**src/rtl/fetch_unit.sv**
```systemverilog
// fetch_unit: PC register and IDLE/FETCH/VALID fetch FSM with ack timeout and IR decode fields
module fetch_unit #(
  parameter logic [31:0] RESET_PC = 32'h0000_3000,
  parameter int TIMEOUT = 16
) (
  input  logic        clk,
  input  logic        rst,
  input  logic        fetch_go,
  input  logic        pc_upd,
  input  logic [31:0] npc,
  output logic        imem_req,
  output logic [31:0] imem_addr,
  input  logic        imem_ack,
  input  logic [31:0] imem_rdata,
  output logic [31:0] pc,
  output logic [31:0] npc_t,
  output logic [31:0] instr,
  output logic [25:0] instr_index,
  output logic [31:0] offset,
  output logic        ir_valid,
  output logic        fetch_err,
  output logic        addr_err
);
  typedef enum logic [1:0] {IDLE, FETCH, VALID} state_t;
  state_t state;
  logic [7:0] cnt;
  logic upd_ok;
  assign upd_ok = pc_upd && npc[1:0] == 2'b00;
  assign imem_addr = pc;
  assign npc_t = pc + 32'd4;
  assign instr_index = instr[25:0];
  assign offset = {{16{instr[15]}}, instr[15:0]};
  always_ff @(posedge clk) begin
    if (rst) begin
      state <= IDLE;
      pc <= RESET_PC;
      instr <= 32'd0;
      cnt <= 8'd0;
      imem_req <= 1'b0;
      ir_valid <= 1'b0;
      fetch_err <= 1'b0;
      addr_err <= 1'b0;
    end else begin
      fetch_err <= 1'b0;
      if (state == FETCH) begin
        if (imem_ack) begin
          instr <= imem_rdata;
          cnt <= 8'd0;
          state <= VALID;
          imem_req <= 1'b0;
          ir_valid <= 1'b1;
        end else if (cnt == 8'(TIMEOUT - 1)) begin
          fetch_err <= 1'b1;
          cnt <= 8'd0;
          state <= IDLE;
          imem_req <= 1'b0;
        end else begin
          cnt <= cnt + 8'd1;
        end
      end else begin
        if (upd_ok) pc <= npc;
        if (pc_upd && !upd_ok) addr_err <= 1'b1;
        if (fetch_go) begin
          state <= FETCH;
          imem_req <= 1'b1;
          ir_valid <= 1'b0;
        end else if (upd_ok) begin
          state <= IDLE;
          ir_valid <= 1'b0;
        end
      end
    end
  end
endmodule

```
**config.mk**
```make
export PLATFORM = sky130hd
export DESIGN_NAME = fetch_unit
export DESIGN_NICKNAME = d
export VERILOG_FILES = /design/src/rtl/fetch_unit.sv
export SDC_FILE = /design/constraint.sdc
export NUM_CORES = 1
export LEC_CHECK = 0
export CAP_MARGIN = 20
export CORE_AREA = 5 5 96 98
export DETAILED_ROUTE_END_ITERATION = 6
export DIE_AREA = 0 0 101 103
export DONT_BUFFER_PORTS = 1
export PLACE_DENSITY_LB_ADDON = 0.1
export SYNTH_ARGS = -nofsm -noshare
export SYNTH_HDL_FRONTEND = slang
export SYNTH_SLANG_ARGS = --single-unit
```
**constraint.sdc**
```tcl
create_clock -name clk -period 2 [get_ports clk]
set_input_delay 0.3 -clock clk [delete_from_list [all_inputs] [get_ports clk]]
set_output_delay 0.3 -clock clk [all_outputs]
set_load 0.005 [all_outputs]
```
==> Yosys cells after proc, flatten, opt, wreduce, memory -nomap -nowiden <==
Index checks and enable logic that the tools add are counted.
{ "word_totals": {"inputBits": 69, "regBits": 78, "word_cells": 44, "out_inout_bits": 190} }
{ "op_classes": {"addsub": 2, "n_bitwise": 1, "reduce_logical": 13, "mux": 16, "eq_ne": 4} }
{ "ops": {"columns": ["operator", "count"], "rows": [
  ["32-bit by 3-bit adder with 32-bit output, second input constant", 1],
  ["8-bit 2-to-1 mux", 2],
  ["2-bit AND reduction", 6],
  ["2-bit 2-to-1 mux", 5],
  ["1-bit 2-to-1 mux", 9],
  ["8-bit by 1-bit adder with 8-bit output, second input constant", 1],
  ["8-bit by 4-bit equality test with 1-bit output, second input constant", 1],
  ["3-bit by 2-bit != test with 1-bit output, second input constant", 1],
  ["3-bit nonzero test", 1],
  ["3-bit OR reduction", 1],
  ["2-bit by 1-bit equality test with 1-bit output, second input constant", 1],
  ["1-bit logical AND", 2],
  ["2-bit zero test", 1],
  ["2-bit != test, second input constant", 1],
  ["2-bit nonzero test", 1],
  ["1-bit zero test", 1],
  ["1-bit inverter", 1]
]} }

==> Longest topological paths before layout <==
Gate-level depths: netlist of the first run.
{ "logic_depth": {"depth_word": 5, "depth_mapped": 6, "depth_no_buf": 5} }

==> Worst setup path after synthesis of the first run <==
No wires, ideal clock.
{ "synth_timing": {"path_kind": "register to output", "start": "register pc[2], in the netlist imem_addr[2]", "end": "output npc_t[18]", "n_path_buf": 0, "stages_incl_launch_ff": 6, "setup_slack_ps": 242, "arrival_time_ps": 1458, "required_time_ps": 1700, "path_cell_list": "dfxtp_1 -> ha_1 -> and4_1 -> nand4_4 -> nor3_1 -> xor2_1"} }
{ "synth_between": {"elab_chain_len": 1} }
{ "synth_lines": {"columns": ["item", "line_no", "source"], "rows": [
  ["start: declaration", "15", "output logic [31:0] pc,"],
  ["start signal: assignment", "61", "if (upd_ok) pc <= npc;"],
  ["32-bit by 3-bit adder with 32-bit output", "30", "assign npc_t = pc + 32'd4;"],
  ["end: declaration", "16", "output logic [31:0] npc_t,"]
]} }
Every way passes these cells.

==> Worst setup path in the final report of the first run <==
{ "layout_timing": {"start": "register pc[3], in the netlist imem_addr[3]", "end": "output npc_t[18]"} }
The elaborated chain is that of the path after synthesis.

==> run metrics, run 1 <==
CTS tree=built; worst setup path end=npc_t[18]; #FFs+latches synth=78; dpl ws=0.0766 ns; post-detail-place hpwl=7.17 mm; reg2reg start=cnt[0]; Crit path largest cell delay=roughly 0.37 ns; core area=8380 um^2; M2 GR Usage=30.7%; ys async rst share=0%; Max IR drop VDD=roughly 0.34 mV; met1 GRT Util=between 20% and 30%; die height=slightly above 100 um; router iterations before antenna repair=4; Final #Nets=547; top post-synthesis cells by area=dfxtp_1 37%, buf_4 17%, nand2_1 12%, a21oi_1 8.8%, xnor2_1 3.1%; Post-synth top flop=dfxtp_1; R2R depth=5; minimum clock period=2.07 ns; share of cells above drive strength 1=21.5%; CP Launch Type=flop; Cells after Synth=532; critical path depth in cells=6; status=finished with violations; post-route cell area=4270 um^2; worst-margin pin slew=around 0.64 ns; Port Buffers=0; cell taking the most area after synthesis=dfxtp_1; unrepaired setup endpoints after global routing=true; # placed instances=555; Tot Pwr=approximately 3.2 mW; Worst-path clk slew=approximately 0.080 ns; H-tree depth=3; First DRT Iteration DRCs=94; post-synthesis sequential area ratio=a little under two fifths; initial antenna violation count=0; fmax=0.483 GHz; row cnt=34; Final Hold Vio Count=0; Slew headroom=56.9%; CTS Root Cell=clkbuf_8; syn_area_per_cell=7.84 um^2; clk_lat worst skew=about 0.33 ns; cts bufs inserted=9; met3 Use GR=6.70%; ant diodes=0; area delta synth->final=2.40%; max-cap viol count=0; Crit. Startpoint=imem_addr[3]; total gr overflow=0; Placer Congestion=0.853; pin count of the biggest net entering global routing=77; synth cell count leaders=138 x nand2_1, 93 x buf_4, 78 x dfxtp_1; CP max-delay cell=dfxtp_4; setup ws final=-0.0708 ns; vias in the first global route=2932; WP data required=1.70 ns; R2R Setup Slk=0.34 ns; hold path start=rst; total global-route track usage=18.8%; final slew viol count=0; Hold Path Class=primary input to flop; critical path's top delay family=simple AND/OR/NAND/NOR gates; WL/cell=18.0 um; Clock Path Buffers=2; failing checks=negative setup slack; full die area=about 10000 um^2; critical-path maximum fanout=4; Die X=101 um; Ys Warns=0; first-pass GRT wire length=15.6 mm; vias per std cell=roughly 5.4; reg-to-reg endpoint=cnt[5]; Pwr Density=752 nW/um^2; Top Ports=259; WP buf/inv=1; Area after DPL=3750 um^2; most used routing layer=met2; LEAKAGE=1.61 nW; via count=3192; crit-path cells=ha_4 > and4_4 > buf_4 > nand4_2 > nor3_2 > xor2_1; final worst path period share=104%; number of synthesized flops with an enable pin=0; synthesized cell area=4170 um^2; post-synthesis cell type count=38; Setup Skew=0.00654 ns; Crit. End Element=primary output; clk sink count=78; ANT nets after route=0; most frequent cell after synthesis=nand2_1; CP arrival=1.77 ns; Mapped Nets=603; initial core utilization=between 40% and 50%; final wirelength=10.6 mm; Final Non-Filler Cells=588; final-report setup violation count=11; Worst Setup Path Type=flop to primary output; top cell type's share of synthesized area=37.4%; DRC viols=0
-- per-layer routing --
metal / share of wire (%) / routed length (um)
met5: 0 / 0
met4: 0.85 / 90
met1: 41 / 4370
met2: 50 / 5260
met3: 8.3 / 875
-- power by group --
group          internal, mW  switching [mW]
logic                 0.103           0.166
registers              1.61          0.0697
clock network         0.693           0.569
total                  2.41           0.806
-- repair_timing --
item / in CTS / in global routing
gates resized for setup: 26 / 15
endpoints found under the setup margin: 18 / 16
hold buffers: 0 / 2
endpoints found under the hold margin: 0 / 17
pin swaps: 13 / 7
gates cloned: 2 / 1
buffers inserted: 9 / 4
-- cells by family (layout without fill, tap and decap cells) --
family | Yosys count | after routing | synth area share [%]
mux | 3 | 3 | 0.720
simple gates | 210 | 212 | 24.7
compound gates | 82 | 82 | 10.2
xor+xnor | 29 | 29 | 6.09
fa+ha+maj | 2 | 2 | 0.600
buf+inv | 128 | 74 | 20.3
flops | 78 | 78 | 37.4
-- how the worst min path moves through the flow --
stage | depth (start not counted) | slack, ns | endpoint
after detailed placement | 1 | 0.38 | imem_addr[5]
after CTS | 1 | 0.01 | imem_addr[4]
after global placement | 1 | 0.38 | imem_req
after global routing | 1 | -0.002 | imem_addr[4]
final | 1 | 0.03 | addr_err
after floorplan | 2 | 0.42 | imem_addr[12]
-- worst reg2reg max path, delay by kind of cell, from the launching register on --
kind | cells | cell delay [ns]
DFF | 1 | 0.38
adders and majority gates | 1 | 0.28
AOI/OAI and AO/OA | 1 | 0.42
muxes | 1 | 0.13
and+or+nand+nor | 2 | 0.39
-- cells in the final DEF, fill, tap and decap left out, types with 5 or more instances in the layout --
| cell | count |
|---|---|
| nor2_1 | 10 |
| buf_4 | 45 |
| xor2_1 | 14 |
| a21oi_1 | 73 |
| nand4_1 | 7 |
| clkbuf_8 | 9 |
| o21ai_0 | 5 |
| dfxtp_2 | 7 |
| nor3_2 | 5 |
| xnor2_1 | 15 |
| nand3_1 | 9 |
| nand2_1 | 138 |
| inv_1 | 8 |
| dfxtp_1 | 70 |
-- state kept, by name (all words and copies together), names as in the netlist --
register	count
imem_addr	32
instr	32
cnt	8
state	2
addr_err	1
fetch_err	1
imem_req	1
ir_valid	1
-- area by class of cell --
class                           instances  area, um^2
Clock buffer                            9         124
Clock inverter                          6        87.6
Fill cell                             834        4110
Inverter                                9        33.8
Multi-Input combinational cell        328        1910
Sequential cell                        78        1570
Tap cell                              108         135
Timing Repair Buffer                   50         409
-- metrics by stage --
stage	utilization [%]	setup TNS, ns	hold WS (ns)
finish	51.0	-0.326	0.0297
global route	51.0	-1.70	-0.00168
CTS	49.4	-0.496	0.0110
detailed placement	44.7	0	0.378
global placement	44.7	0	0.378
floorplan	-	0	0.424
Note: power is estimated with default switching activity, not from simulation.
==> run 2: changes to the inputs <==
--- a/config.mk
+++ b/config.mk
@@ -10,6 +10,7 @@
 export DETAILED_ROUTE_END_ITERATION = 6
 export DIE_AREA = 0 0 101 103
 export DONT_BUFFER_PORTS = 1
+export HOLD_SLACK_MARGIN = 0.15
 export PLACE_DENSITY_LB_ADDON = 0.1
 export SYNTH_ARGS = -nofsm -noshare
 export SYNTH_HDL_FRONTEND = slang
==> constraint.sdc (replaced) <==
create_clock -name clk -period 2 [get_ports clk]
set_input_delay 0.3 -clock clk [delete_from_list [all_inputs] [get_ports clk]]
set_output_delay 0.3 -clock clk [all_outputs]
set_load 0.02 [all_outputs]
==> run 2 against run 1 <==
Net effect:
- the run still ends with negative setup slack left
- sequential power is 5% higher
- routed wire length grew 16%
- design area up 26%
- hold slack better by 0.15 ns
- clock power is 4% higher
- power is 12% higher
- clock skew is 0.0027 ns higher
- setup slack worse by 0.11 ns
- non-clock buffer count rose by 95
- critical endpoint is now npc_t[26]
- highest routed layer unchanged
==> run metrics, run 2 (synthesized netlist as in run 1, its figures left out) <==
status=finished with violations; failing checks=negative setup slack; Die X=101 um; Clock Path Buffers=2; # placed instances=~580; Tot Pwr=3.59 mW; dpl ws=0.114 ns; area delta synth->final=29.0%; Max IR drop VDD=roughly 0.36 mV; max-cap viol count=0; via count=between 3000 and 4000; vias per std cell=between 5 and 6; final-report setup violation count=18; Setup Skew=roughly 0.0092 ns; row cnt=34; critical path's top delay family=simple AND/OR/NAND/NOR gates; final wirelength=12.3 mm; First DRT Iteration DRCs=100; combinational share of power=14.4%; CP arrival=1.88 ns; final slew viol count=0; die height=103 um; Crit path largest cell delay=0.34 ns; full die area=between 10000 and 15000 um^2; Crit. End Element=primary output; CTS tree=built; initial core utilization=between 40% and 50%; vias in the first global route=between 3000 and 4000; Final Hold Vio Count=0; CP Launch Type=flop; Worst Setup Path Type=flop to primary output; final hold slack=0.180 ns; clk sink count=78; pin count of the biggest net entering global routing=75; H-tree depth=3; WL/cell=about 18 um; Clk pwr share=36.4%; Seq pwr share=49.2%; Port Buffers=0; highest-count cells in the layout ignoring fill and taps=138 x nand2_1, 73 x a21oi_1, 70 x buf_4; CTS Root Cell=clkbuf_8; critical-path maximum fanout=5; Slew headroom=between 50% and 60%; initial antenna violation count=0; LEAKAGE=2.25 nW; total gr overflow=0; post-detail-place hpwl=7.72 mm; Top Ports=259; WP buf/inv=1; Pwr Density=667 nW/um^2; commonest non-fill, non-tap cell in the layout=nand2_1; router iterations before antenna repair=4; net switching power=1.03 mW; WP data required=around 1.7 ns; minimum clock period=2.18 ns; CP max-delay cell=dfxtp_2; Placer Congestion=0.865; switching part of the total=28.5%; DRC viols=0; Final Non-Filler Cells=slightly below 700; ant diodes=0; unrepaired setup endpoints after global routing=true; crit-path cells=ha_1 > and4_4 > nand4_4 > buf_6 > nor4_4 > xor2_2; core area=8380 um^2; total global-route track usage=21.9%; first-pass GRT wire length=18.0 mm; Worst-path clk slew=0.08 ns; Final #Nets=641; Hold Path Class=primary input to flop; clk_lat worst skew=around 0.34 ns; final worst path period share=109%; fmax=0.459 GHz; Final Util=between 60 and 70%; setup ws final=-0.181 ns; cts bufs inserted=9; share of cells above drive strength 1=27.7%; Int Power=about 2.6 mW; worst-margin pin slew=0.692 ns; ANT nets after route=0
## run 2: cell types whose count changed in the layout (fill, tap and decap cells not counted), moves of 7 or more
cell and delta:
xor2_1 -7, dfxtp_2 +11, dfxtp_1 -11, xor2_2 +7, dlygate4sd3_1 +63, buf_4 +25
## run 2: routing by layer
metal | track usage (%) | vias up | routed length [um]
met5 | 0 | - | 0
met4 | 7.26 | 0 | 261
met3 | 6.36 | 23 | 965
met2 | 40.5 | 181 | 6240
met1 | 24.0 | 1677 | 4800
li1 | - | 1726 | -
## run 2: path summary, 6_finish.rpt
| kind | end | startpoint | cells after the start | slack (ns) |
|---|---|---|---|---|
| max | npc_t[26] | imem_addr[2] | 6 | -0.18 |
| min | fetch_err | imem_ack | 2 | 0.18 |
| max reg2reg | cnt[6] | cnt[0] | 5 | 0.30 |
| min reg2reg | cnt[7] | cnt[7] | 2 | 0.49 |
## run 2: power by group through the flow
stage               clock network (mW)  logic (mW)  registers, mW
global placement                     0       0.370           1.80
global route                      1.43       0.560           1.78
detailed placement                   0       0.374           1.80
floorplan                            0       0.395           1.78
finish                            1.31       0.518           1.77
CTS                               1.35       0.513           1.77
## run 2: layout make-up
cell class	instances	area [um^2]
tap	108	135
fill	662	3000
clock buffer	11	141
multi-input combinational	327	2050
timing repair buffer	145	1350
inverter	9	33.8
sequential	78	1590
clock inverter	5	81.3
## run 2: timing repair
item	CTS	global route
gates resized for setup	47	15
setup endpoints to repair	21	23
cloned	1	1
pin swaps	20	18
setup buffers	6	11
hold endpoints to repair	74	0
hold buffers	66	0
## run 2: per-stage QoR
stage | instance area, um^2 | setup TNS (ns)
after floorplan | 4230 | 0
after global placement | 4040 | 0
after detailed placement | 4040 | 0
after CTS | 5210 | -2.05
after global routing | 5380 | -3.85
final | 5380 | -2.06
